===== config.mk =====
export PLATFORM = sky130hd
export DESIGN_NAME = z80_bus_initiator_flat
export DESIGN_NICKNAME = d
export VERILOG_FILES = /design/src/rtl/z80_bus_initiator_pkg.sv /design/src/rtl/z80_bus_initiator_if.sv /design/src/rtl/z80_bus_initiator_refresh_ctr.sv /design/src/rtl/z80_bus_initiator.sv /design/src/flat_wrapper.sv
export SDC_FILE = /design/constraint.sdc
export NUM_CORES = 1
export LEC_CHECK = 0
export ABC_CLOCK_PERIOD_IN_PS = 1700
export BUFFER_PORTS_ARGS = -buffer_cell sky130_fd_sc_hd__buf_4
export CAP_MARGIN = 20
export CORE_UTILIZATION = 47
export DETAILED_ROUTE_END_ITERATION = 8
export PLACE_DENSITY = 0.78
export SYNTH_ARGS = -nofsm -noshare
export SYNTH_HDL_FRONTEND = slang
export SYNTH_SLANG_ARGS = --single-unit

===== constraint.sdc =====
create_clock -name CLK -period 1.7 [get_ports CLK]
set_input_delay 0.255 -clock CLK [delete_from_list [all_inputs] [get_ports CLK]]
set_output_delay 0.255 -clock CLK [all_outputs]
set_load 0.02 [all_outputs]

===== src/rtl/z80_bus_initiator_pkg.sv =====
// rtl/z80_bus_initiator_pkg.sv - shared encodings for the Z80 bus initiator
// Package z80_bus_pkg: request KIND codes, FSM state enumeration, idle
// strobe level and small KIND classification helpers.
package z80_bus_pkg;

   localparam logic [2:0] KIND_MEM_RD = 3'b000;
   localparam logic [2:0] KIND_MEM_WR = 3'b001;
   localparam logic [2:0] KIND_IO_RD  = 3'b010;
   localparam logic [2:0] KIND_IO_WR  = 3'b011;
   localparam logic [2:0] KIND_FETCH  = 3'b100;

   // Strobes are active low; released bus level.
   localparam logic STROBE_IDLE = 1'b1;

   typedef enum logic [2:0] {
      ST_IDLE,
      ST_T1,
      ST_T2,
      ST_TWA,
      ST_TW,
      ST_T3,
      ST_T4
   } state_e;

   function automatic logic kind_legal(input logic [2:0] k);
      return (k <= KIND_FETCH);
   endfunction

   function automatic logic kind_is_io(input logic [2:0] k);
      return (k == KIND_IO_RD) || (k == KIND_IO_WR);
   endfunction

   function automatic logic kind_is_wr(input logic [2:0] k);
      return (k == KIND_MEM_WR) || (k == KIND_IO_WR);
   endfunction

   // Data reads captured at the end of T3 (fetch captures earlier).
   function automatic logic kind_is_rd(input logic [2:0] k);
      return (k == KIND_MEM_RD) || (k == KIND_IO_RD);
   endfunction

endpackage


===== src/rtl/z80_bus_initiator_if.sv =====
// rtl/z80_bus_initiator_if.sv - request handshake and Z80 bus signal bundle
// Host side : REQ, READY, KIND, ADDR, WDATA, IREG, DONE, RDATA, ERR
// Bus side  : A, DOUT, DOE, DIN, MREQ, IORQ, RD, WR, M1, RFSH (active low), WAIT (active low)
// Modport master is the initiator, modport slave is the host/bus environment.
interface z80_bus_initiator_if;

   logic        REQ;
   logic        READY;
   logic [2:0]  KIND;
   logic [15:0] ADDR;
   logic [7:0]  WDATA;
   logic [7:0]  IREG;
   logic        DONE;
   logic [7:0]  RDATA;
   logic        ERR;
   logic [15:0] A;
   logic [7:0]  DOUT;
   logic        DOE;
   logic [7:0]  DIN;
   logic        MREQ;
   logic        IORQ;
   logic        RD;
   logic        WR;
   logic        M1;
   logic        RFSH;
   logic        WAIT;

   modport master (
      input  REQ, KIND, ADDR, WDATA, IREG, DIN, WAIT,
      output READY, DONE, RDATA, ERR, A, DOUT, DOE,
             MREQ, IORQ, RD, WR, M1, RFSH
   );

   modport slave (
      output REQ, KIND, ADDR, WDATA, IREG, DIN, WAIT,
      input  READY, DONE, RDATA, ERR, A, DOUT, DOE,
             MREQ, IORQ, RD, WR, M1, RFSH
   );

endinterface


===== src/rtl/z80_bus_initiator_refresh_ctr.sv =====
// rtl/z80_bus_initiator_refresh_ctr.sv - Z80 R register (7-bit refresh counter)
// clk/rst : clock, synchronous active-high reset
// inc     : advance R[6:0] by one at this edge (wraps 127 -> 0)
// r       : current R; bit 7 is held, never touched by inc
module z80_refresh_ctr (
   input  logic       clk,
   input  logic       rst,
   input  logic       inc,
   output logic [7:0] r
);

   logic [7:0] r_q;
   logic [7:0] r_d;

   always_comb begin
      r_d = r_q;
      if (inc) begin
         r_d[6:0] = r_q[6:0] + 7'd1;
      end
   end

   always_ff @(posedge clk) begin
      if (rst) begin
         r_q <= '0;
      end else begin
         r_q <= r_d;
      end
   end

   assign r = r_q;

endmodule


===== src/rtl/z80_bus_initiator.sv =====
// rtl/z80_bus_initiator.sv - Z80-style bus master sequencing T-state cycles
// CLK/RST : one CLK per T-state, synchronous active-high reset
// bus     : z80_bus_initiator_if.master (request handshake + Z80 bus)
// Optional macro Z80_WAIT_TIMEOUT_EN: bounds TW states at WAIT_MAX, forces
// T3, returns RDATA=8'hFF and sets sticky ERR. Undefined: ERR tied 0.
module z80_bus_initiator
   import z80_bus_pkg::*;
#(
   parameter int WAIT_MAX = 255,
   parameter int WCNT_W   = 8
) (
   input  logic CLK,
   input  logic RST,
   z80_bus_initiator_if.master bus
);

   localparam logic [WCNT_W-1:0] WAIT_MAX_C = WCNT_W'(WAIT_MAX);

   state_e      st_q, st_d;
   logic [2:0]  kind_q, kind_d;
   logic [15:0] addr_q, addr_d;
   logic [7:0]  wdata_q, wdata_d;
   logic        ready_q, ready_d;
   logic        done_q, done_d;
   logic [7:0]  rdata_q, rdata_d;
   logic [15:0] a_q, a_d;
   logic [7:0]  dout_q, dout_d;
   logic        doe_q, doe_d;
   logic        mreq_q, mreq_d;
   logic        iorq_q, iorq_d;
   logic        rd_q, rd_d;
   logic        wr_q, wr_d;
   logic        m1_q, m1_d;
   logic        rfsh_q, rfsh_d;

   logic        wait_exp;   // wait budget used up in the current TW
   logic        to_seen;    // current cycle was forced out of TW
   logic        force_t3;
   logic [7:0]  r_val;
   logic [15:0] refresh_addr;

   z80_refresh_ctr u_rctr (
      .clk (CLK),
      .rst (RST),
      .inc (st_q == ST_T4),
      .r   (r_val)
   );

   assign refresh_addr = {bus.IREG, r_val};

   always_comb begin
      st_d     = st_q;
      kind_d   = kind_q;
      addr_d   = addr_q;
      wdata_d  = wdata_q;
      rdata_d  = rdata_q;
      a_d      = a_q;
      dout_d   = dout_q;
      doe_d    = 1'b0;
      mreq_d   = STROBE_IDLE;
      iorq_d   = STROBE_IDLE;
      rd_d     = STROBE_IDLE;
      wr_d     = STROBE_IDLE;
      m1_d     = STROBE_IDLE;
      rfsh_d   = STROBE_IDLE;
      force_t3 = 1'b0;

      // Next state
      case (st_q)
         ST_IDLE: begin
            if (bus.REQ && ready_q) begin
               kind_d  = bus.KIND;
               addr_d  = bus.ADDR;
               wdata_d = bus.WDATA;
               st_d    = ST_T1;
            end
         end
         ST_T1:  st_d = kind_legal(kind_q) ? ST_T2 : ST_IDLE;
         ST_T2: begin
            if (kind_is_io(kind_q)) begin
               st_d = ST_TWA;
            end else begin
               st_d = bus.WAIT ? ST_T3 : ST_TW;
            end
         end
         ST_TWA: st_d = bus.WAIT ? ST_T3 : ST_TW;
         ST_TW: begin
            if (bus.WAIT) begin
               st_d = ST_T3;
            end else if (wait_exp) begin
               st_d     = ST_T3;
               force_t3 = 1'b1;
            end
         end
         ST_T3:  st_d = (kind_q == KIND_FETCH) ? ST_T4 : ST_IDLE;
         ST_T4:  st_d = ST_IDLE;
         default: st_d = ST_IDLE;
      endcase

      // Opcode is latched on the last T2/TW so refresh can own the bus in T3.
      if ((kind_q == KIND_FETCH) && (st_q != ST_T3) && (st_d == ST_T3)) begin
         rdata_d = force_t3 ? 8'hFF : bus.DIN;
      end
      if (kind_is_rd(kind_q) && (st_q == ST_T3)) begin
         rdata_d = to_seen ? 8'hFF : bus.DIN;
      end

      // Registered outputs for the state being entered
      case (st_d)
         ST_T1: begin
            if (kind_legal(kind_d)) begin
               a_d = addr_d;
               if (!kind_is_io(kind_d)) begin
                  mreq_d = 1'b0;
                  if (kind_d == KIND_MEM_WR) begin
                     doe_d  = 1'b1;
                     dout_d = wdata_d;
                  end else begin
                     rd_d = 1'b0;
                  end
                  if (kind_d == KIND_FETCH) begin
                     m1_d = 1'b0;
                  end
               end
            end
         end
         ST_T2, ST_TWA, ST_TW, ST_T3: begin
            if ((kind_d == KIND_FETCH) && (st_d == ST_T3)) begin
               mreq_d = 1'b0;
               rfsh_d = 1'b0;
               a_d    = refresh_addr;
            end else begin
               if (kind_is_io(kind_d)) begin
                  iorq_d = 1'b0;
               end else begin
                  mreq_d = 1'b0;
               end
               if (kind_is_wr(kind_d)) begin
                  wr_d   = 1'b0;
                  doe_d  = 1'b1;
                  dout_d = wdata_d;
               end else begin
                  rd_d = 1'b0;
               end
               if (kind_d == KIND_FETCH) begin
                  m1_d = 1'b0;
               end
            end
         end
         ST_T4: begin
            rfsh_d = 1'b0;
            a_d    = refresh_addr;
         end
         default: ;
      endcase

      done_d  = (st_q != ST_IDLE) && (st_d == ST_IDLE);
      ready_d = (st_d == ST_IDLE);
   end

   always_ff @(posedge CLK) begin
      if (RST) begin
         st_q    <= ST_IDLE;
         kind_q  <= '0;
         addr_q  <= '0;
         wdata_q <= '0;
         ready_q <= 1'b0;
         done_q  <= 1'b0;
         rdata_q <= '0;
         a_q     <= '0;
         dout_q  <= '0;
         doe_q   <= 1'b0;
         mreq_q  <= STROBE_IDLE;
         iorq_q  <= STROBE_IDLE;
         rd_q    <= STROBE_IDLE;
         wr_q    <= STROBE_IDLE;
         m1_q    <= STROBE_IDLE;
         rfsh_q  <= STROBE_IDLE;
      end else begin
         st_q    <= st_d;
         kind_q  <= kind_d;
         addr_q  <= addr_d;
         wdata_q <= wdata_d;
         ready_q <= ready_d;
         done_q  <= done_d;
         rdata_q <= rdata_d;
         a_q     <= a_d;
         dout_q  <= dout_d;
         doe_q   <= doe_d;
         mreq_q  <= mreq_d;
         iorq_q  <= iorq_d;
         rd_q    <= rd_d;
         wr_q    <= wr_d;
         m1_q    <= m1_d;
         rfsh_q  <= rfsh_d;
      end
   end

`ifdef Z80_WAIT_TIMEOUT_EN
   logic [WCNT_W-1:0] wcnt_q, wcnt_d;
   logic              to_q, to_d;
   logic              err_q, err_d;

   // wcnt holds the number of TW states entered in this bus cycle.
   assign wait_exp = (st_q == ST_TW) && (wcnt_q == WAIT_MAX_C);
   assign to_seen  = to_q;

   always_comb begin
      wcnt_d = (st_d == ST_TW) ? wcnt_q + 1'b1 : '0;
      to_d   = (st_q == ST_IDLE) ? 1'b0 : to_q;
      err_d  = err_q;
      if (force_t3) begin
         to_d  = 1'b1;
         err_d = 1'b1;
      end
   end

   always_ff @(posedge CLK) begin
      if (RST) begin
         wcnt_q <= '0;
         to_q   <= 1'b0;
         err_q  <= 1'b0;
      end else begin
         wcnt_q <= wcnt_d;
         to_q   <= to_d;
         err_q  <= err_d;
      end
   end

   assign bus.ERR = err_q;
`else
   logic unused_wait_max;

   assign unused_wait_max = ^WAIT_MAX_C;
   assign wait_exp        = 1'b0;
   assign to_seen         = 1'b0;
   assign bus.ERR         = 1'b0;
`endif

   assign bus.READY = ready_q;
   assign bus.DONE  = done_q;
   assign bus.RDATA = rdata_q;
   assign bus.A     = a_q;
   assign bus.DOUT  = dout_q;
   assign bus.DOE   = doe_q;
   assign bus.MREQ  = mreq_q;
   assign bus.IORQ  = iorq_q;
   assign bus.RD    = rd_q;
   assign bus.WR    = wr_q;
   assign bus.M1    = m1_q;
   assign bus.RFSH  = rfsh_q;

endmodule


===== src/flat_wrapper.sv =====
// flat-port wrapper written by rule: the top's interface ports become plain ports
module z80_bus_initiator_flat import z80_bus_pkg::*;
#(
   parameter int WAIT_MAX = 255,
   parameter int WCNT_W   = 8
)
  (CLK, RST, bus_REQ, bus_KIND, bus_ADDR, bus_WDATA, bus_IREG, bus_DIN, bus_WAIT, bus_READY, bus_DONE, bus_RDATA, bus_ERR, bus_A, bus_DOUT, bus_DOE, bus_MREQ, bus_IORQ, bus_RD, bus_WR, bus_M1, bus_RFSH);
  z80_bus_initiator_if bus_i ();
  input  logic CLK;
  input  logic RST;
  input wire logic [$bits(bus_i.REQ)-1:0] bus_REQ;
  input wire logic [$bits(bus_i.KIND)-1:0] bus_KIND;
  input wire logic [$bits(bus_i.ADDR)-1:0] bus_ADDR;
  input wire logic [$bits(bus_i.WDATA)-1:0] bus_WDATA;
  input wire logic [$bits(bus_i.IREG)-1:0] bus_IREG;
  input wire logic [$bits(bus_i.DIN)-1:0] bus_DIN;
  input wire logic [$bits(bus_i.WAIT)-1:0] bus_WAIT;
  output wire logic [$bits(bus_i.READY)-1:0] bus_READY;
  output wire logic [$bits(bus_i.DONE)-1:0] bus_DONE;
  output wire logic [$bits(bus_i.RDATA)-1:0] bus_RDATA;
  output wire logic [$bits(bus_i.ERR)-1:0] bus_ERR;
  output wire logic [$bits(bus_i.A)-1:0] bus_A;
  output wire logic [$bits(bus_i.DOUT)-1:0] bus_DOUT;
  output wire logic [$bits(bus_i.DOE)-1:0] bus_DOE;
  output wire logic [$bits(bus_i.MREQ)-1:0] bus_MREQ;
  output wire logic [$bits(bus_i.IORQ)-1:0] bus_IORQ;
  output wire logic [$bits(bus_i.RD)-1:0] bus_RD;
  output wire logic [$bits(bus_i.WR)-1:0] bus_WR;
  output wire logic [$bits(bus_i.M1)-1:0] bus_M1;
  output wire logic [$bits(bus_i.RFSH)-1:0] bus_RFSH;
  assign bus_i.REQ = bus_REQ;
  assign bus_i.KIND = bus_KIND;
  assign bus_i.ADDR = bus_ADDR;
  assign bus_i.WDATA = bus_WDATA;
  assign bus_i.IREG = bus_IREG;
  assign bus_i.DIN = bus_DIN;
  assign bus_i.WAIT = bus_WAIT;
  assign bus_READY = bus_i.READY;
  assign bus_DONE = bus_i.DONE;
  assign bus_RDATA = bus_i.RDATA;
  assign bus_ERR = bus_i.ERR;
  assign bus_A = bus_i.A;
  assign bus_DOUT = bus_i.DOUT;
  assign bus_DOE = bus_i.DOE;
  assign bus_MREQ = bus_i.MREQ;
  assign bus_IORQ = bus_i.IORQ;
  assign bus_RD = bus_i.RD;
  assign bus_WR = bus_i.WR;
  assign bus_M1 = bus_i.M1;
  assign bus_RFSH = bus_i.RFSH;
  z80_bus_initiator #(.WAIT_MAX(WAIT_MAX), .WCNT_W(WCNT_W)) u_core (.CLK(CLK), .RST(RST), .bus(bus_i));
endmodule

# After elaboration in Yosys (flattened, before gate mapping)
# Index checks and enable logic that the tools add are counted.
dict set report word_totals {
  reg_bits 78
  in_bits 47
  wordCells 115
}
dict set report op_classes {
  addsub 1
  magnitude_cmp 2
  n_eq_ne 26
  muxes 47
  bitwise 1
  reduce_logical 21
}
# cell n
set ops {}
lappend ops {{two-way mux 8 bit} 9}
lappend ops {{two-way mux 16 bit} 4}
lappend ops {{one-hot mux 16 bit (3 select lines)} 1}
lappend ops {{== test 3 x 2 -> 1 bit, second input constant} 8}
lappend ops {{== test 3 bit, second input constant} 8}
lappend ops {{two-way mux 1 bit} 19}
lappend ops {{two-way mux 3 bit} 6}
lappend ops {{one-hot mux 3 bit (6 select lines)} 1}
lappend ops {{one-hot mux 8 bit (2 select lines)} 1}
lappend ops {{one-hot mux 1 bit (2 select lines)} 5}
lappend ops {{== test 3 x 1 -> 1 bit, second input constant} 3}
lappend ops {{logical NOT 3 bit} 3}
lappend ops {{inequality test 2 x 1 -> 1 bit, second input constant} 4}
lappend ops {{adder 7 x 1 -> 7 bit, second input constant} 1}
lappend ops {{less-or-equal comparator 3 bit, second input constant} 2}
lappend ops {{logical AND 1 bit} 6}
lappend ops {{AND reduction 6 bit} 1}
lappend ops {{nonzero test 3 bit} 2}
lappend ops {{logical OR 1 bit} 4}
lappend ops {{inequality test 2 bit, second input constant} 2}
lappend ops {{nonzero test 2 bit} 2}
lappend ops {{OR reduction 4 bit} 1}
lappend ops {{inequality test 3 bit, second input constant} 1}
lappend ops {{AND reduction 3 bit} 1}
lappend ops {{3 further kinds} 3}

# Logic depth before layout (Yosys ltp)
# Gate-level depths: netlist (run 1).
dict set report logic_depth {
  ltp_word 8
  depth_mapped 8
  ltp_nobuf 5
}

# Modules after synthesis
# A second synthesis (run 1) with hierarchy kept.
dict set report hier_totals {
  cells_unflattened 365
  area_unflattened_um2 3412.0
}
# module instances cells_per_inst area_per_inst_um2
set by_module_without_submodules {}
lappend by_module_without_submodules {z80_bus_initiator 1 334 3128.0}
lappend by_module_without_submodules {z80_refresh_ctr 1 31 284.0}

# Worst setup path after synthesis (run 1)
# Ideal clock, no wire load.
dict set report synth_timing {
  path_type {flip-flop to flip-flop}
  from {register u_core.st_q[2]}
  to {register u_core.dout_q[0], in the netlist u_core.bus.DOUT[0]}
  setup_ns 0.121
  arrival_time_ns 1.764
  slack_ns -0.184
  stages_incl_launch_ff 7
  synth_period_minus_slack_ns 1.884
  cell_sequence {dfxtp_1 -> buf_2 -> nor3b_2 -> a311oi_4 -> nand2_2 -> a41oi_4 -> mux2_2}
}
dict set report synth_between {
  elab_chain_len 6
}
# item line
set synth_lines {}
lappend synth_lines {{start, declared} z80_bus_initiator.sv:19} ;# state_e st_q, st_d;
lappend synth_lines {{start signal, assigned} z80_bus_initiator.sv:180} ;# st_q <= st_d;
lappend synth_lines {{== test 3 bit, or another cell as far along} z80_bus_initiator.sv:69} ;# case (st_q)
lappend synth_lines {{one-hot mux 3 bit (6 select lines), or another cell as far along} z80_bus_initiator.sv:69}
lappend synth_lines {{== test 3 x 2 -> 1 bit, or another cell as far along} z80_bus_initiator.sv:109} ;# case (st_d)
lappend synth_lines {{OR reduction 4 bit, or another cell as far along} z80_bus_initiator.sv:109}
lappend synth_lines {{inequality test 2 bit (no line), or another cell as far along} n/a}
lappend synth_lines {{AND reduction 6 bit (no line) or one-hot mux 8 bit (2 select lines) (tied branches)} n/a}
lappend synth_lines {{end signal, assigned} z80_bus_initiator.sv:188} ;# dout_q <= dout_d;
lappend synth_lines {{end, declared} z80_bus_initiator.sv:27} ;# logic [7:0] dout_q, dout_d;
# Parallel ways exist; a longest one is shown, timed or not. The select of a mux whose other input is x is not followed.
# A chain may end at the register's enable or synchronous reset.

# Final worst setup path (run 1)
dict set report layout_timing {
  from {register u_core.st_q[2]}
  to {register u_core.dout_q[2], in the netlist u_core.bus.DOUT[2]}
}
# Same word-level chain as after synthesis.

==> results of run 1 <==
[registers in the layout, summed over array words and instances (netlist names)]
signal,cells
u_core.bus.RDATA,8
u_core.wdata_q,8
u_core.bus.READY,1
u_core.u_rctr.r,7
u_core.bus.DOUT,8
u_core.bus.M1,1
u_core.bus.DONE,1
u_core.bus.IORQ,1
u_core.bus.DOE,1
u_core.st_q,3
u_core.addr_q,16
u_core.bus.WR,1
u_core.bus.RD,1
u_core.kind_q,3
u_core.bus.MREQ,1
u_core.bus.A,16
u_core.bus.RFSH,1
[stage by stage]
step	TNS (ns)	total power (uW)	hold slack, ns	cells
after floorplan	-2.321	2526	0.3910	349
after global placement	-1.809	2909	0.4457	552
after detailed placement	-3.348	2931	0.4504	552
after CTS	-1.814	4508	0.1282	573
after global routing	-4.240	4819	0.1471	574
final	-2.202	4632	0.1393	574
[Yosys cell counts, types with 4 or more instances]
| library cell | n | area, um^2 |
|---|---|---|
| a211o_1 | 15 | 131.4 |
| a21oi_1 | 30 | 150.1 |
| buf_2 | 5 | 25.02 |
| buf_4 | 4 | 30.03 |
| clkbuf_1 | 13 | 48.80 |
| dfxtp_1 | 78 | 1562 |
| mux2_2 | 8 | 90.09 |
| mux2i_1 | 40 | 400.4 |
| nand2_1 | 26 | 97.59 |
| nand2b_1 | 16 | 100.1 |
| nand3_1 | 6 | 30.03 |
| nor2_1 | 38 | 142.6 |
| nor2b_1 | 13 | 81.33 |
| nor3_1 | 4 | 20.02 |
| o21ai_0 | 5 | 25.02 |
[layer usage]
layer  share of wire [%]  wire length (um)
met2                  51              4656
met5                   0                 0
met3                 6.7               616
met4                 2.2               205
met1                  40              3714
[path summary, 6_finish.rpt]
kind                     startpoint             endpoint  slack [ns]  cells after the start
setup / recovery     u_core.st_q[2]   u_core.bus.DOUT[2]       -0.16                      8
hold / removal           bus_DIN[6]  u_core.bus.RDATA[6]        0.14                      3
setup reg to reg     u_core.st_q[2]   u_core.bus.DOUT[2]       -0.16                      8
hold reg to reg   u_core.wdata_q[1]    u_core.wdata_q[1]        0.47                      2
[final cells by class]
cell class / instances / area, um^2
multi-input combinational: 243 / 1922
fill: 503 / 1826
sequential: 78 / 1575
timing repair buffer: 138 / 1164
clock buffer: 10 / 127.6
tap: 96 / 120.1
clock inverter: 6 / 86.33
inverter: 3 / 11.26
[timing repair]
item,CTS,global route
endpoints found under the setup margin,39,44
hold buffers,0,0
setup buffers,4,1
cloned,1,2
pin swaps,3,5
resized for setup,26,52
[power by group through the flow]
stage	clock, uW	combinational (uW)	sequential, uW
finish	1530	1130	1970
global route	1630	1210	1980
CTS	1550	1000	1960
detailed placement	0	932	2000
global placement	0	913	2000
floorplan	0	489	2040
[cell families after synthesis]
logic type,Yosys count
compound gates,64
simple gates,122
xor+xnor,6
fa+ha+maj,1
other cells,1
flops,78
buf+inv,28
mux,49
[critical path, stage by stage, from the launching register on]
cell      delay, ns
dfxtp_4        0.38
buf_6          0.12
nor2b_4        0.05
a311oi_4       0.26
buf_6          0.17
nor4b_4        0.06
a41oi_4        0.21
buf_12         0.17
mux2_2         0.33
==> flow_metrics.env, run 1 <==
export IMPL_status="complete, but fails checks"
export IMPL_violations="negative setup slack"
export IMPL_synth_top_family_by_area="simple AND/OR/NAND/NOR gates"
export IMPL_via_per_inst=5.235
export IMPL_die_area_um2=7485
export IMPL_ys_ff_latch=78
export IMPL_numCtsBuffers=9
export IMPL_synth_adder_area_share_pct=0.3727
export IMPL_num_antenna_cells=0
export IMPL_start_util_pct=49.14
export IMPL_cap_violations=0
export IMPL_maxSlewHeadroom_pct=66.04
export IMPL_drt_wl_total_um=9192
export IMPL_die_h_um=86.52
export IMPL_synth_ff_type="dfxtp_1"
export IMPL_period_needed_ns=1.858
export IMPL_grt_overflow_total=0
export IMPL_yosysSeqAreaShare_pct=46.52
export IMPL_pin_count=89
export IMPL_most_common_layout_cells="buf_4 (120), dfxtp_1 (73), nor2_1 (38), a21oi_1 (29), mux2i_1 (28)"
export IMPL_synth_xor_area_share_pct=1.565
export IMPL_maxSlewViolCount=0
export IMPL_hold_viol_final=0
export IMPL_swShare_pct=27.90
export IMPL_cts_htree_levels=3
export IMPL_rows=30
export IMPL_synth_edf_count=0
export IMPL_use_met3_pct=6.286
export IMPL_mostFrequentLayoutCell="buf_4"
export IMPL_clk_pin_slew_ns=0.08
export IMPL_synth_simple_gate_area_share_pct=18.86
export IMPL_arrival_ns=2.11
export IMPL_portBuffers=87
export IMPL_netlist_area_um2=3357
export IMPL_postLayoutCellArea_um2=5006
export IMPL_drive_above_1_share_pct=43.51
export IMPL_post_route_period_util_pct=109.3
export IMPL_tightest_slew_ns=0.5093
export IMPL_hp_class="in2reg"
export IMPL_p_leak_uw=0.002041
export IMPL_yosys_warnings=0
export IMPL_place_ws_ns=-0.1937
export IMPL_grt_start_max_net_pins=52
export IMPL_max_freq_mhz=538.1
export IMPL_avgSynthCellArea_um2=9.619
export IMPL_finalClockSkew_ns=0.01255
export IMPL_syn_num_nets=397
export IMPL_grt_pass1_vias=2936
export IMPL_die_w_um=86.52
export IMPL_drc=0
export IMPL_synthToLayoutAreaGrowth_pct=49.12
export IMPL_critPathLaunchType="flip-flop"
export IMPL_path_max_fanout=9
export IMPL_coreArea_um2=6832
export IMPL_synth_compound_area_share_pct=13.60
export IMPL_use_met1_pct=29.00
export IMPL_first_iter_violations=150
export IMPL_clock_path_buffers=2
export IMPL_ant_nets=0
export IMPL_cp_required_ns=1.95
export IMPL_setup_viol=29
export IMPL_postSynth_asyncResetShare_pct=0
export IMPL_num_nets_final=521
export IMPL_placed_area_um2=4438
export IMPL_clock_latency_ns=0.36
export IMPL_synthMuxAreaShare_pct=14.95
export IMPL_cts_sinks=78
export IMPL_ir_worst_vdd_mv=0.5384
export IMPL_p_int_uw=3340
export IMPL_critPathCaptureType="flip-flop"
export IMPL_syn_inst=349
export IMPL_drtPass1Iterations=4
export IMPL_p_sw_uw=1292
export IMPL_cts_root_buf="clkbuf_8"
export IMPL_setup_worst_path_class="reg2reg"
export IMPL_combPwrFrac_pct=24.5
export IMPL_power_frac_seq_pct=42.6
export IMPL_antenna_found_initial=0
export IMPL_cts_tree="built"
export IMPL_grt_pass1_wl_um=13910
export IMPL_place_gp_congestion=0.8637
export IMPL_wl_per_cell_um=16.01
export IMPL_vias=3005
export IMPL_grt_busiest_layer="met2"
export IMPL_fin_ws_ns=-0.1582
export IMPL_power_density_nw_per_um2=925.4
export IMPL_dp_hpwl_um=5733
export IMPL_grtUsageTotal_pct=24.27
export IMPL_synthDistinctLibCells=52
export IMPL_clock_power_share_pct=33.0
export IMPL_use_met2_pct=40.98
export IMPL_rsz0062_at_grt="yes"
export IMPL_fin_util_pct=73.28
Power figures use the tool's default switching activity.
==> run 2, diff against run 1 <==
Settings changed: TNS_END_PERCENT set to 10.
==> run 2 against run 1 <==
The run still ends with negative setup slack left. Sequential power is essentially flat. Setup slack gained 0.033 ns. Final cell count grew 0.87%. Global-route usage shrank 0.22 points. Sequential cell count is the same. Hold slack gained 0.0051 ns. Die area is the same. Core utilization shrank 1.2 points. Power grew 2.2%. Wire length shrank 1.5%. Fmax grew 1.8%. Critical endpoint is now u_core.bus.DOUT[5]. Largest power group unchanged.
==> flow_metrics.env, run 2 (synthesis results as in run 1) <==
export IMPL_cap_violations=0
export IMPL_fillers=508
export IMPL_pin_count=89
export IMPL_tightest_slew_ns=0.5661
export IMPL_finalSetupTns_ns=-1.723
export IMPL_grtUsageTotal_pct=24.04
export IMPL_cp_required_ns=1.93
export IMPL_grt_pass1_wl_um=13790
export IMPL_cts_root_buf="clkbuf_8"
export IMPL_mostFrequentLayoutCell="buf_4"
export IMPL_fin_ws_ns=-0.1252
export IMPL_cp_startpoint="u_core.st_q[1]"
export IMPL_clock_path_buffers=2
export IMPL_r2r_slack_ns=-0.13
export IMPL_hp_class="in2reg"
export IMPL_first_iter_violations=168
export IMPL_critPathCaptureType="flip-flop"
export IMPL_arrival_ns=2.06
export IMPL_die_w_um=86.52
export IMPL_coreArea_um2=6832
export IMPL_drc=0
export IMPL_dp_hpwl_um=5811
export IMPL_drt_wl_total_um=9050
export IMPL_hold_viol_final=0
export IMPL_grt_start_max_net_pins=57
export IMPL_maxSlewViolCount=0
export IMPL_finalClockSkew_ns=0.008724
export IMPL_p_leak_uw=0.002044
export IMPL_setup_viol=25
export IMPL_hold_ws_ns=0.1444
export IMPL_via_per_inst=5.228
export IMPL_synthToLayoutAreaGrowth_pct=46.59
export IMPL_maxSlewHeadroom_pct=62.26
export IMPL_grt_pass1_vias=2926
export IMPL_clk_pin_slew_ns=0.08
export IMPL_placed_area_um2=4375
export IMPL_start_util_pct=49.14
export IMPL_power_density_nw_per_um2=961.7
export IMPL_rsz0062_at_grt="yes"
export IMPL_violations="negative setup slack"
export IMPL_vias=3027
export IMPL_path_max_fanout=9
export IMPL_r2r_end="u_core.bus.DOUT[5]"
export IMPL_wl_per_cell_um=15.63
export IMPL_critPathLaunchType="flip-flop"
export IMPL_post_route_period_util_pct=107.4
export IMPL_reg2reg_depth=7
export IMPL_max_freq_mhz=547.9
export IMPL_numCtsBuffers=9
export IMPL_place_gp_congestion=0.7947
export IMPL_drive_above_1_share_pct=40.79
export IMPL_postLayoutCellArea_um2=4921
export IMPL_cts_sinks=78
export IMPL_holdPathStages=3
export IMPL_antenna_found_initial=0
export IMPL_clock_latency_ns=0.35
export IMPL_portBuffers=87
export IMPL_die_h_um=86.52
export IMPL_num_nets_final=526
export IMPL_drtPass1Iterations=4
export IMPL_cts_hold_repair_buffers=0
export IMPL_endpoint="u_core.bus.DOUT[5]"
export IMPL_place_ws_ns=-0.1399
export IMPL_ir_worst_vdd_mv=0.6669
export IMPL_grt_overflow_total=0
export IMPL_setup_worst_path_class="reg2reg"
export IMPL_rr_startpoint="u_core.st_q[1]"
export IMPL_rows=30
export IMPL_ant_nets=0
export IMPL_period_needed_ns=1.825
export IMPL_most_common_layout_cells="buf_4 (130), dfxtp_1 (73), mux2i_1 (39), nor2_1 (38), a21oi_1 (29)"
export IMPL_num_antenna_cells=0
export IMPL_die_area_um2=7485
export IMPL_cts_htree_levels=3
export IMPL_cts_tree="built"
export IMPL_status="complete, but fails checks"
-- run 2: cell types whose count changed in the layout (fill, tap and decap cells not counted), sizes merged --
cell	delta
bufinv	+1
clkinv	-2
clkbuf	+2
buf	+4
-- run 2: timing repair --
action / CTS / global route
cloned: 1 / 2
gates resized for setup: 12 / 26
buffers inserted: 2 / 10
pin swaps: 2 / 2
endpoints found under the setup margin: 38 / 42
-- run 2: routing by layer --
metal	track usage [%]	part of all wire, %
met2	40.12	50
met4	10.15	2.0
met3	5.714	6.3
met5	0	0
met1	29.78	42
-- run 2: stage by stage --
| stage | power (uW) | cells | util, % |
|---|---|---|---|
| 2_1_floorplan | 2524 | 349 | - |
| 3_3_place_gp | 2867 | 548 | 64.05 |
| 3_5_place_dp | 2891 | 548 | 64.05 |
| 4_1_cts | 4640 | 567 | 68.86 |
| 5_1_grt | 4933 | 579 | 72.03 |
| 6_report | 4733 | 579 | 72.03 |
-- run 2: worst min path at each step --
stage                            startpoint             endpoint  slack [ns]
after floorplan                 bus_KIND[0]     u_core.kind_q[0]        0.39
after global routing             bus_DIN[5]  u_core.bus.RDATA[5]        0.15
final                            bus_DIN[5]  u_core.bus.RDATA[5]        0.14
after CTS                        bus_DIN[5]  u_core.bus.RDATA[5]        0.14
after global placement    u_core.wdata_q[7]    u_core.wdata_q[7]        0.44
after detailed placement  u_core.wdata_q[3]    u_core.wdata_q[3]        0.45
-- run 2: layout make-up --
class / count / area (um^2) / area share (%)
multi-input cells: 243 / 1767 / 35.90
repair buffers: 143 / 1200 / 24.38
flip-flops and latches: 78 / 1575 / 32.01
clock buffers: 11 / 141.4 / 2.873
clock inverters: 5 / 106.4 / 2.161
well taps: 96 / 120.1 / 2.441
inverters: 3 / 11.26 / 0.2288
-- run 2: power by group --
group | total, uW | internal (uW) | leakage, uW | switching (uW)
Clock | 1700 | 1020 | 0.000120 | 677
Sequential | 1970 | 1920 | 0.000635 | 50.3
Combinational | 1070 | 559 | 0.00129 | 511
-- run 2: critical path: stages (launching register included) --
cell and delay (ns):
dfxtp_4 0.37, nor2b_4 0.14, a311oi_4 0.28, buf_6 0.17
nand2_2 0.09, a41oi_4 0.16, buf_12 0.16, mux2_2 0.34
==> run 3, diff against run 2 <==
Settings changed: ABC_AREA set to 1, CORE_UTILIZATION 47 to 25, PLACE_DENSITY 0.78 to 0.48.
==> run 3 against run 2 <==
The run now ends clean. Via count increased by 5.4%. Count of clock-buffer cells in the layout up 1. Largest power group unchanged. Global-route usage is 11 points lower. Sequential power up 9%.
==> flow_metrics.env, run 3 <==
export IMPL_clk_pin_slew_ns=0.06
export IMPL_clock_latency_ns=0.34
export IMPL_ir_worst_vdd_mv=0.5190
export IMPL_coreArea_um2=13350
export IMPL_syn_inst=478
export IMPL_hold_viol_final=0
export IMPL_die_area_um2=14260
export IMPL_yosys_warnings=0
export IMPL_swShare_pct=30.84
export IMPL_path_max_fanout=15
export IMPL_clock_path_buffers=2
export IMPL_num_nets_final=627
export IMPL_post_route_period_util_pct=99.81
export IMPL_synthDistinctLibCells=33
export IMPL_antenna_found_initial=0
export IMPL_ys_ff_latch=78
export IMPL_total_power_uw=5705
export IMPL_place_gp_congestion=0.7724
export IMPL_grt_pass1_vias=3011
export IMPL_synth_edf_count=0
export IMPL_max_freq_mhz=589.3
export IMPL_wl_per_cell_um=11.92
export IMPL_use_met1_pct=16.48
export IMPL_synth_top_cell_area_share_pct=45.32
export IMPL_grt_start_max_net_pins=33
export IMPL_cts_sinks=78
export IMPL_use_met3_pct=3.592
export IMPL_grt_overflow_total=0
export IMPL_mostFrequentLayoutCell="nand2_1"
export IMPL_cts_hold_repair_buffers=0
export IMPL_drc=0
export IMPL_placed_cells=740
export IMPL_postSynth_asyncResetShare_pct=0
export IMPL_hp_class="in2reg"
export IMPL_most_common_layout_cells="nand2_1 (124), buf_4 (107), nor2_1 (86), dfxtp_1 (74), inv_1 (39)"
export IMPL_max_stage_delay_ns=0.35
export IMPL_netlist_top_cells_area="dfxtp_1 (45%), nand2_1 (14%), nor2_1 (9.5%)"
export IMPL_drive_above_1_share_pct=29.11
export IMPL_crit_family="simple AND/OR/NAND/NOR gates"
export IMPL_grt_busiest_layer="met2"
export IMPL_drt_wl_total_um=9062
export IMPL_combPwrFrac_pct=28.5
export IMPL_syn_num_nets=526
export IMPL_power_density_nw_per_um2=1195
export IMPL_period_needed_ns=1.697
export IMPL_pin_count=89
export IMPL_crit_top_cell="nor2_1"
export IMPL_setup_viol=0
export IMPL_synthToLayoutAreaGrowth_pct=38.53
export IMPL_r2r_slack_ns=0.003
export IMPL_multiInputGateArea_um2=1613
export IMPL_arrival_ns=1.93
export IMPL_clock_power_share_pct=34.0
export IMPL_yosysMostFrequentCell="nand2_1"
export IMPL_num_antenna_cells=0
export IMPL_dp_hpwl_um=6457
export IMPL_via_per_inst=4.197
export IMPL_synth_largest_area_cell="dfxtp_1"
export IMPL_critPathLaunchType="flip-flop"
export IMPL_cp_required_ns=1.93
export IMPL_regArea_um2=1567
export IMPL_cts_tree="built"
export IMPL_rsz0062_at_grt="yes"
export IMPL_cap_violations=0
export IMPL_path_buf_inv=2
export IMPL_fin_cells=760
export IMPL_cp_cell_sequence="nor2_4, nand4_4, o21ai_4, inv_2, nand3_2, nand3_4, buf_12, nor2_1, nor2_1"
export IMPL_first_iter_violations=166
export IMPL_die_h_um=119.4
export IMPL_die_w_um=119.4
export IMPL_critPathCaptureType="flip-flop"
export IMPL_cts_root_buf="clkbuf_16"
export IMPL_p_leak_uw=0.002186
export IMPL_vias=3190
export IMPL_grtUsageTotal_pct=13.18
export IMPL_synth_common_cells="nand2_1 (130), nor2_1 (87), dfxtp_1 (78)"
export IMPL_use_met2_pct=21.44
export IMPL_synth_ff_type="dfxtp_1"
export IMPL_maxSlewViolCount=0
export IMPL_portBuffers=87
export IMPL_start_util_pct=25.82
export IMPL_p_int_uw=3946
export IMPL_status="finished, final reports clean"
export IMPL_finalClockSkew_ns=0.005536
export IMPL_grt_pass1_wl_um=14530
export IMPL_power_frac_seq_pct=37.4
export IMPL_netlist_area_um2=3446
export IMPL_p_sw_uw=1759
export IMPL_ant_nets=0
export IMPL_setup_worst_path_class="reg2reg"
export IMPL_drtPass1Iterations=4
export IMPL_avgSynthCellArea_um2=7.209
export IMPL_rows=42
export IMPL_hold_ws_ns=0.1752
export IMPL_yosysSeqAreaShare_pct=45.32
export IMPL_numCtsBuffers=9
export IMPL_fillers=1453
export IMPL_cts_htree_levels=3
export IMPL_critPathSlowestCell="dfxtp_2"
## run 3: cell count changes after synthesis, moves of 6 or more
cell      before  now
nand2_1       26  130
nor2_1        38   87
inv_1          3   41
mux2i_1       40    4
and2_1         0   20
a21oi_1       30   14
nand2b_1      16    0
a211o_1       15    0
o21ai_0        5   19
nor2b_1       13    0
nand3_1        6   16
mux2_2         8    0
nand2_2        1    7
## run 3: final timing paths
check,startpoint,to,depth (start not counted)
setup / recovery,u_core.st_q[0],u_core.bus.A[2],9
hold / removal,bus_DIN[4],u_core.bus.RDATA[4],3
setup reg to reg,u_core.st_q[0],u_core.bus.A[2],9
hold reg to reg,u_core.u_rctr.r[6],u_core.u_rctr.r[6],2
## run 3: timing repair
| item | in CTS | in global routing |
|---|---|---|
| gates cloned | 0 | 1 |
| buffers inserted | 0 | 3 |
| endpoints found under the setup margin | 18 | 36 |
| gates resized for setup | 8 | 17 |
| pin swaps | 1 | 5 |
## run 3: cell families (layout without fill, tap and decap cells)
group           Yosys count  after routing  synth area share [%]
buf+inv                  69            175                 9.550
fa+ha+maj                 1              1                0.3631
compound gates           46             46                 7.444
simple gates            279            279                 36.06
mux                       4              4                 1.162
other cells               1              1                0.1088
flops                    78             78                 45.32
## run 3: per-stage QoR
stage / util [%] / TNS, ns / instance area, um^2 / setup slack, ns
finish: 35.76 / 0 / 4773 / 0.003172
detailed placement: 32.60 / -0.1499 / 4352 / -0.04485
CTS: 35.04 / -0.05152 / 4677 / -0.01280
global route: 35.76 / -2.766 / 4773 / -0.1512
floorplan: - / 0 / 3446 / 0.08622
global placement: 32.60 / -0.2839 / 4352 / -0.07307
## run 3: power groups by stage
stage	Clock [uW]	Sequential, uW	Combinational, uW
global placement	0	2170	1530
CTS	2010	2140	1560
finish	1940	2140	1630
detailed placement	0	2170	1540
global route	2090	2160	1820
floorplan	0	2330	842
## run 3: cell type report
| type | instances | share of cell area, % |
|---|---|---|
| inverters | 47 | 3.801 |
| clock inverters | 4 | 0.9436 |
| flip-flops and latches | 78 | 32.82 |
| repair buffers | 112 | 18.66 |
| multi-input cells | 331 | 33.79 |
| clock buffers | 12 | 5.374 |
| well taps | 176 | 4.613 |
## run 3: metal layers
metal / part of all wire [%] / up-vias
met4: 1.6 / 0
met3: 4.2 / 14
met5: 0 / -
li1: - / 1678
met1: 47 / 1436
met2: 47 / 62
## run 3: tightest hold or removal path: stages
cell	delay (ns)
buf_4	0.10
nand2_1	0.05
a21oi_1	0.05
